### src/rtl/coproc_dispatch_if.sv
// Handshake and data bundle between the arbiter/requesters, the dispatcher
// and the shared execution unit. The master modport is the dispatcher side.
interface coproc_dispatch_if #(
   parameter int WIDTH  = 4,
   parameter int DATA_W = 16,
   parameter int OP_W   = 3
);
   logic [WIDTH-1:0]        in_grant;
   logic [WIDTH-1:0]        in_cmd_valid;
   logic [WIDTH*OP_W-1:0]   in_cmd_op;
   logic [WIDTH*DATA_W-1:0] in_cmd_a;
   logic [WIDTH*DATA_W-1:0] in_cmd_b;
   logic [WIDTH-1:0]        out_cmd_ready;
   logic                    out_exe_valid;
   logic [OP_W-1:0]         out_exe_op;
   logic [DATA_W-1:0]       out_exe_a;
   logic [DATA_W-1:0]       out_exe_b;
   logic                    in_exe_ready;
   logic                    in_exe_done;
   logic [DATA_W-1:0]       in_exe_result;
   logic [WIDTH-1:0]        out_rsp_valid;
   logic [DATA_W-1:0]       out_rsp_data;
   logic                    out_busy;
   logic                    out_error;

   modport master (
      input  in_grant, in_cmd_valid, in_cmd_op, in_cmd_a, in_cmd_b,
      input  in_exe_ready, in_exe_done, in_exe_result,
      output out_cmd_ready, out_exe_valid, out_exe_op, out_exe_a, out_exe_b,
      output out_rsp_valid, out_rsp_data, out_busy, out_error
   );

   modport slave (
      output in_grant, in_cmd_valid, in_cmd_op, in_cmd_a, in_cmd_b,
      output in_exe_ready, in_exe_done, in_exe_result,
      input  out_cmd_ready, out_exe_valid, out_exe_op, out_exe_a, out_exe_b,
      input  out_rsp_valid, out_rsp_data, out_busy, out_error
   );
endinterface

### src/rtl/coproc_dispatch.sv
// Grant-driven dispatcher: captures the granted channel's command, issues it to
// the shared execution unit and returns the result (or a timeout) to its owner.
module coproc_dispatch #(
   parameter int WIDTH   = 4,
   parameter int DATA_W  = 16,
   parameter int OP_W    = 3,
   parameter int TIMEOUT = 64
) (
   input logic              in_clk,
   input logic              in_reset,
   coproc_dispatch_if.master bus
);
   localparam int IDX_W = $clog2(WIDTH);
   localparam int CNT_W = $clog2(TIMEOUT);

   typedef enum logic [1:0] {ST_IDLE, ST_ISSUE, ST_WAIT, ST_RESP} state_t;

   state_t            state;
   logic [IDX_W-1:0]  ch;
   logic [CNT_W-1:0]  cnt;
   logic [WIDTH-1:0]  cmd_ready;
   logic              exe_valid;
   logic [OP_W-1:0]   exe_op;
   logic [DATA_W-1:0] exe_a;
   logic [DATA_W-1:0] exe_b;
   logic [WIDTH-1:0]  rsp_valid;
   logic [DATA_W-1:0] rsp_data;
   logic              busy;
   logic              error;

   logic [IDX_W-1:0]  grant_idx;
   logic              grant_any;
   logic              grant_multi;

   // Binary index of the grant; only meaningful when the grant is one-hot
   always_comb begin
      grant_idx = '0;
      for (int i = 0; i < WIDTH; i++) begin
         if (bus.in_grant[i]) grant_idx = IDX_W'(i);
      end
      grant_any   = |bus.in_grant;
      grant_multi = |(bus.in_grant & (bus.in_grant - WIDTH'(1)));
   end

   always_ff @(posedge in_clk or negedge in_reset) begin
      if (!in_reset) begin
         state     <= ST_IDLE;
         ch        <= '0;
         cnt       <= '0;
         cmd_ready <= '0;
         exe_valid <= 1'b0;
         exe_op    <= '0;
         exe_a     <= '0;
         exe_b     <= '0;
         rsp_valid <= '0;
         rsp_data  <= '0;
         busy      <= 1'b0;
         error     <= 1'b0;
      end else begin
         cmd_ready <= '0;
         case (state)
            ST_IDLE: begin
               if (grant_multi) begin
                  error <= 1'b1;
               end else if (grant_any && bus.in_cmd_valid[grant_idx]) begin
                  ch        <= grant_idx;
                  exe_op    <= bus.in_cmd_op[int'(grant_idx)*OP_W +: OP_W];
                  exe_a     <= bus.in_cmd_a[int'(grant_idx)*DATA_W +: DATA_W];
                  exe_b     <= bus.in_cmd_b[int'(grant_idx)*DATA_W +: DATA_W];
                  cmd_ready <= bus.in_grant;
                  exe_valid <= 1'b1;
                  busy      <= 1'b1;
                  state     <= ST_ISSUE;
               end
            end
            ST_ISSUE: begin
               if (bus.in_exe_ready) begin
                  exe_valid <= 1'b0;
                  cnt       <= '0;
                  state     <= ST_WAIT;
               end
            end
            // Completion takes priority over a timeout landing on the same edge
            ST_WAIT: begin
               if (bus.in_exe_done) begin
                  rsp_data  <= bus.in_exe_result;
                  rsp_valid <= WIDTH'(1) << ch;
                  state     <= ST_RESP;
               end else if (cnt == CNT_W'(TIMEOUT - 1)) begin
                  rsp_data  <= '0;
                  rsp_valid <= WIDTH'(1) << ch;
                  error     <= 1'b1;
                  state     <= ST_RESP;
               end else begin
                  cnt <= cnt + 1'b1;
               end
            end
            ST_RESP: begin
               rsp_valid <= '0;
               busy      <= 1'b0;
               state     <= ST_IDLE;
            end
            default: begin
               busy  <= 1'b0;
               state <= ST_IDLE;
            end
         endcase
      end
   end

   assign bus.out_cmd_ready = cmd_ready;
   assign bus.out_exe_valid = exe_valid;
   assign bus.out_exe_op    = exe_op;
   assign bus.out_exe_a     = exe_a;
   assign bus.out_exe_b     = exe_b;
   assign bus.out_rsp_valid = rsp_valid;
   assign bus.out_rsp_data  = rsp_data;
   assign bus.out_busy      = busy;
   assign bus.out_error     = error;
endmodule

### src/flat_wrapper.sv
// flat-port wrapper written by rule: the top's interface ports become plain ports
module coproc_dispatch_flat 
#(
   parameter int WIDTH   = 4,
   parameter int DATA_W  = 16,
   parameter int OP_W    = 3,
   parameter int TIMEOUT = 64
)
  (in_clk, in_reset, bus_in_grant, bus_in_cmd_valid, bus_in_cmd_op, bus_in_cmd_a, bus_in_cmd_b, bus_in_exe_ready, bus_in_exe_done, bus_in_exe_result, bus_out_cmd_ready, bus_out_exe_valid, bus_out_exe_op, bus_out_exe_a, bus_out_exe_b, bus_out_rsp_valid, bus_out_rsp_data, bus_out_busy, bus_out_error);
  coproc_dispatch_if #(.WIDTH(WIDTH), .DATA_W(DATA_W), .OP_W(OP_W)) bus_i ();
  input logic in_clk;
  input logic in_reset;
  input wire logic [$bits(bus_i.in_grant)-1:0] bus_in_grant;
  input wire logic [$bits(bus_i.in_cmd_valid)-1:0] bus_in_cmd_valid;
  input wire logic [$bits(bus_i.in_cmd_op)-1:0] bus_in_cmd_op;
  input wire logic [$bits(bus_i.in_cmd_a)-1:0] bus_in_cmd_a;
  input wire logic [$bits(bus_i.in_cmd_b)-1:0] bus_in_cmd_b;
  input wire logic [$bits(bus_i.in_exe_ready)-1:0] bus_in_exe_ready;
  input wire logic [$bits(bus_i.in_exe_done)-1:0] bus_in_exe_done;
  input wire logic [$bits(bus_i.in_exe_result)-1:0] bus_in_exe_result;
  output wire logic [$bits(bus_i.out_cmd_ready)-1:0] bus_out_cmd_ready;
  output wire logic [$bits(bus_i.out_exe_valid)-1:0] bus_out_exe_valid;
  output wire logic [$bits(bus_i.out_exe_op)-1:0] bus_out_exe_op;
  output wire logic [$bits(bus_i.out_exe_a)-1:0] bus_out_exe_a;
  output wire logic [$bits(bus_i.out_exe_b)-1:0] bus_out_exe_b;
  output wire logic [$bits(bus_i.out_rsp_valid)-1:0] bus_out_rsp_valid;
  output wire logic [$bits(bus_i.out_rsp_data)-1:0] bus_out_rsp_data;
  output wire logic [$bits(bus_i.out_busy)-1:0] bus_out_busy;
  output wire logic [$bits(bus_i.out_error)-1:0] bus_out_error;
  assign bus_i.in_grant = bus_in_grant;
  assign bus_i.in_cmd_valid = bus_in_cmd_valid;
  assign bus_i.in_cmd_op = bus_in_cmd_op;
  assign bus_i.in_cmd_a = bus_in_cmd_a;
  assign bus_i.in_cmd_b = bus_in_cmd_b;
  assign bus_i.in_exe_ready = bus_in_exe_ready;
  assign bus_i.in_exe_done = bus_in_exe_done;
  assign bus_i.in_exe_result = bus_in_exe_result;
  assign bus_out_cmd_ready = bus_i.out_cmd_ready;
  assign bus_out_exe_valid = bus_i.out_exe_valid;
  assign bus_out_exe_op = bus_i.out_exe_op;
  assign bus_out_exe_a = bus_i.out_exe_a;
  assign bus_out_exe_b = bus_i.out_exe_b;
  assign bus_out_rsp_valid = bus_i.out_rsp_valid;
  assign bus_out_rsp_data = bus_i.out_rsp_data;
  assign bus_out_busy = bus_i.out_busy;
  assign bus_out_error = bus_i.out_error;
  coproc_dispatch #(.WIDTH(WIDTH), .DATA_W(DATA_W), .OP_W(OP_W), .TIMEOUT(TIMEOUT)) u_core (.in_clk(in_clk), .in_reset(in_reset), .bus(bus_i));
endmodule
### config.mk
export PLATFORM = sky130hd
export DESIGN_NAME = coproc_dispatch_flat
export DESIGN_NICKNAME = d
export VERILOG_FILES = /design/src/rtl/coproc_dispatch_if.sv /design/src/rtl/coproc_dispatch.sv /design/src/flat_wrapper.sv
export SDC_FILE = /design/constraint.sdc
export NUM_CORES = 1
export LEC_CHECK = 0
export ABC_CLOCK_PERIOD_IN_PS = 2100
export BUFFER_PORTS_ARGS = -buffer_cell sky130_fd_sc_hd__buf_2
export CORE_ASPECT_RATIO = 0.8
export CORE_UTILIZATION = 45
export CTS_BUF_LIST = sky130_fd_sc_hd__clkbuf_4 sky130_fd_sc_hd__clkbuf_8
export DETAILED_ROUTE_END_ITERATION = 10
export PLACE_DENSITY = 0.79
export SETUP_SLACK_MARGIN = 0.2
export SLEW_MARGIN = 20
export SYNTH_ARGS = -nofsm -noshare
export SYNTH_HDL_FRONTEND = slang
export SYNTH_SLANG_ARGS = --single-unit
### constraint.sdc
create_clock -name in_clk -period 2.1 [get_ports in_clk]
set_input_delay 0.105 -clock in_clk [delete_from_list [all_inputs] [get_ports in_clk]]
set_output_delay 0.105 -clock in_clk [all_outputs]
set_load 0.1 [all_outputs]
# Word level (Yosys, flattened, before mapping)
# Cells that the tools add are included.
[word_totals]
inputBits = 168
wordCells = 84
ff_bits = 72
out_inout_bits = 62
[classes]
n_eq_ne = 12
n_addsub = 2
muxes = 32
magnitude_cmp = 1
n_mul = 1
n_bitwise = 2
n_reduce_logical = 18
shift = 4
[ops]
columns = ["operator", "n"]
rows = [
  ["indexed part select 64 x 7 -> 16 bit", 2],
  ["two-way mux 16 bit", 2],
  ["indexed part select 12 x 32 -> 3 bit", 1],
  ["two-way mux 4 bit", 5],
  ["two-way mux 6 bit", 3],
  ["AND reduction 4 bit", 4],
  ["two-way mux 2 bit", 7],
  ["one-hot mux 6 bit (2 select lines)", 1],
  ["nonzero test 2 bit", 6],
  ["two-way mux 1 bit", 8],
  ["inequality test 2 bit, second input constant", 4],
  ["one-hot mux 2 bit (4 select lines)", 1],
  ["one-hot mux 4 bit (2 select lines)", 1],
  ["OR reduction 4 bit", 2],
  ["adder 6 x 1 -> 6 bit, second input constant", 1],
  ["equality test 6 bit, second input constant", 1],
  ["inequality test 2 x 1 -> 1 bit, second input constant", 3],
  ["one-hot mux 1 bit (2 select lines)", 3],
  ["AND reduction 3 bit", 2],
  ["bitwise AND 4 bit", 1],
  ["equality test 2 bit, second input constant", 2],
  ["multiplier 2 x 2 -> 4 bit, second input constant", 1],
  ["AND reduction 2 bit", 2],
  ["<< shifter 1 x 2 -> 4 bit, first input constant", 1],
  ["8 further kinds", 8],
]

# Longest topological paths before layout
[logic_depth]
ltp_word = 9
ltp_mapped = 8

# Worst setup path before layout
# Ideal clock, no wire load.
[synth_path]
path_type = "register to register"
startpoint = "register u_core.cnt[0]"
endpoint = "register u_core.rsp_valid[2] (netlist: u_core.bus.out_rsp_valid[2])"
path_slack_ps = 447
stages_incl_launch_ff = 8
n_path_buf = 1
t_arrival_ps = 1584
cell_sequence = "dfrtp_1 > ha_1 > and4_4 > a21o_1 > nand2_1 > buf_6 > or4b_1 > nand2_1"
[synth_between]
elab_chain_len = 3
[synth_rtl]
columns = ["element", "line", "rtl"]
rows = [
  ["start, declared", "coproc_dispatch.sv:20", "logic [CNT_W-1:0] cnt;"],
  ["start signal, assigned", "coproc_dispatch.sv:95", "cnt <= cnt + 1'b1;"],
  ["equality test 6 bit", "coproc_dispatch.sv:89", "end else if (cnt == CNT_W'(TIMEOUT - 1)) begin"],
  ["inequality test 3 x 2 -> 1 bit (no line)", "n/a", ""],
  ["AND reduction 2 bit (no line)", "n/a", ""],
  ["end signal, assigned", "coproc_dispatch.sv:87", "rsp_valid <= WIDTH'(1) << ch;"],
  ["end signal, assigned", "coproc_dispatch.sv:91", "rsp_valid <= WIDTH'(1) << ch;"],
  ["end, declared", "coproc_dispatch.sv:26", "logic [WIDTH-1:0] rsp_valid;"],
]
# No other way between the ends.
# A chain may end at the register's enable or synchronous reset.

# Worst setup path in the final report
[layout_path]
startpoint = "register u_core.cnt[0]"
endpoint = "register u_core.cnt[4]"
[layout_between]
elab_chain_len = 4
elab_cells_between_ends = 7
classes_between = "1 x add/sub; 2 x eq/ne; 3 x mux; 1 x reduce/logical"
[layout_rtl]
columns = ["element", "line", "rtl"]
rows = [
  ["adder 6 x 1 -> 6 bit", "coproc_dispatch.sv:95", ""],
  ["two-way mux 6 bit", "coproc_dispatch.sv:89", ""],
  ["two-way mux 6 bit", "coproc_dispatch.sv:85", "if (bus.in_exe_done) begin"],
  ["one-hot mux 6 bit (2 select lines)", "coproc_dispatch.sv:61", "case (state)"],
]
# Parallel ways exist; a longest one is shown, timed or not. The select of a mux whose other input is x is not followed.

==> impl_metrics.tcl <==
set metrics [dict create \
    status "complete, no violations" \
    drt-wirelength-per-cell_um 14.3 \
    start_util_pct 46.7 \
    dr.pass1.iters 4 \
    grt_util_all_layers_pct 24.1 \
    syn2layout_area_growth_pct 39.8 \
    vias 4000 \
    max_slew.worst_pin.slew_ns 0.887 \
    rows 30 \
    powerDensity_nw_per_um2 1750 \
    crit_fanout 8 \
    viasPerCell 5.17 \
    cts_root_buffer "clkbuf_8" \
    placedInstanceArea_um2 5180 \
    cts.htree.levels 3 \
    fin_worst_skew_ns 0.00951 \
    synth_ff_type "dfrtp_1" \
    detail-route-antenna-nets 0 \
    die_w_um 107 \
    nFillCells 713 \
    clock_latency_ns 0.35 \
    cp.arrival_ns 2.04 \
    hold_path_class "input port to flop" \
    final_common_cell "buf_2" \
    rsz0062_at_grt "yes" \
    endpoint_kind "flop" \
    hold_slack_ns 0.0290 \
    min_period_over_period_pct 86.2 \
    fp.dieArea_um2 9260 \
    fin_crit_ns 1.81 \
    setup_viol 0 \
    layout_setup_ws_ns 0.290 \
    synth_area_um2 4000 \
    final_area_um2 5590 \
    grt_start_max_net_pins 73 \
    final_cell_mix "buf_2, dfrtp_1, nand2_1, nor2_1, a21oi_1" \
    cts_setup_buffers 0 \
    fp.dieH_um 86.3 \
    maxSlewViolCount 0 \
    multi_input_area_um2 1990 \
    cts_tree "yes" \
    leakage_nw 2.82 \
    synth_fp_nets 595 \
    power_mw 9.76 \
    slew-limit-headroom_pct 40.8 \
    cts_made_buffers 9 \
    ys_warn_count 0 \
    fin_nets 828 \
    regArea_um2 1800 \
    synth_edf_count 0 \
    antenna_found_initial 0 \
    ys_ff_latch 72 \
    layoutNonFillerInstCount 773 \
    port_buffers 229 \
    required_ns 2.33 \
    clockBufferDepth 2 \
    cts.sinks 72 \
    io_pins 230 \
    grt_pass1_vias 3875 \
    path_clk_slew_ns 0.08 \
    place_hpwl_mm 8.11 \
    ys_async_sr_fraction_pct 100 \
    cp-start-kind "flop" \
    syn_avg_cell_area_um2 9.47 \
    dp.cells 739 \
    hold_viol 0 \
    ys_seq_area_share_pct 45.1 \
    cap_violations 0 \
    path_class "flop to flop" \
    place_congestion 0.853 \
    fmax_ghz 0.552 \
    overflow 0 \
    drc_errors 0 \
    grt_pass1_wl_mm 17.4 \
    timing.setup.tns_ns 0 \
    place_ws_ns 0.304 \
    drive_above_1_share_pct 39.2 \
    synth_cells 422 \
    wirelength_mm 11.1 \
    irDropWorstVdd_mv 1.22 \
    coreArea_um2 8560 \
    synth.distinct_cells 35 \
    drt_iter0_markers 189 \
    utilization_pct 65.3 \
]
-- kinds of logic (layout without fill, tap and decap cells) --
group	Yosys count	in the layout	synth area share (%)
flip-flops	72	72	45.1
buffers and inverters	39	277	5.42
multiplexers	37	37	9.30
AO/OA/AOI/OAI	150	150	25.4
AND/OR/NAND/NOR	119	119	13.2
other	0	1	0
adder cells (fa/ha/maj)	5	5	1.57
-- routing by layer --
| metal | wire [µm] | vias up | track usage [%] |
|---|---|---|---|
| met5 | 0 | - | 0 |
| met4 | 174 | 0 | 7.22 |
| met3 | 810 | 20 | 5.11 |
| met2 | 5570 | 162 | 44.7 |
| met1 | 4520 | 1834 | 27.9 |
| li1 | - | 1984 | - |
-- cell usage after synthesis (6+ instances only) --
cell	number	area share [%]
a21oi_1	40	5.0
a22o_1	16	3.5
buf_4	9	1.7
clkbuf_1	16	1.5
dfrtp_1	72	45
mux2i_1	36	9.0
nand2_1	50	4.7
nand3_1	6	0.75
nor2_1	40	3.8
o211ai_1	35	6.6
o21a_1	35	6.6
o21ai_0	12	1.5
-- what timing repair did --
| action | in CTS | in global routing |
|---|---|---|
| gates resized for setup | 0 | 1 |
| hold endpoints to repair | 88 | 0 |
| endpoints found under the setup margin | 0 | 4 |
| hold buffers | 17 | 0 |
-- worst max-delay path: stages (launching register included) --
cell,delay (ns)
dfrtp_1,0.38
ha_1,0.22
and4_4,0.26
a21oi_4,0.09
o21ai_1,0.43
mux2i_1,0.25
nand2_1,0.07
-- power by group --
| part | switching (mW) | total, mW | internal, mW |
|---|---|---|---|
| clock | 0.524 | 1.23 | 0.707 |
| combinational | 4.98 | 6.17 | 1.19 |
| sequential | 0.368 | 2.36 | 1.99 |
-- cell type report --
cell class	instances	area share, %
Sequential cell	72	32.3
Multi-Input combinational cell	311	35.6
Antenna cell	1	0.0448
Tap cell	112	2.51
Timing Repair Buffer	256	25.2
Inverter	5	0.336
Clock buffer	10	2.46
Clock inverter	6	1.64
-- worst paths after layout --
kind | startpoint | to | slack, ns | depth (start not counted)
worst min-delay path | bus_in_grant[0] | u_core.bus.out_cmd_ready[0] | 0.03 | 2
worst max register to register | u_core.cnt[0] | u_core.cnt[4] | 0.29 | 6
max in group asynchronous | in_reset | u_core.bus.out_exe_a[14] | 1.10 | 2
min in group asynchronous | in_reset | u_core.bus.out_exe_a[0] | 0.43 | 2
worst max-delay path | u_core.cnt[0] | u_core.cnt[4] | 0.29 | 6
worst min register to register | u_core.bus.out_error | u_core.bus.out_error | 0.48 | 1
-- sequential cells by signal, indices dropped and copies added (netlist names) --
signal and cells:
u_core.bus.out_exe_op 3, u_core.bus.out_rsp_valid 4, u_core.cnt 6, u_core.bus.out_exe_valid 1, u_core.bus.out_cmd_ready 4, u_core.bus.out_busy 1
u_core.bus.out_rsp_data 16, u_core.bus.out_exe_b 16, u_core.state 2, u_core.bus.out_exe_a 16, u_core.bus.out_error 1, u_core.ch 2
Power figures use the tool's default switching activity.
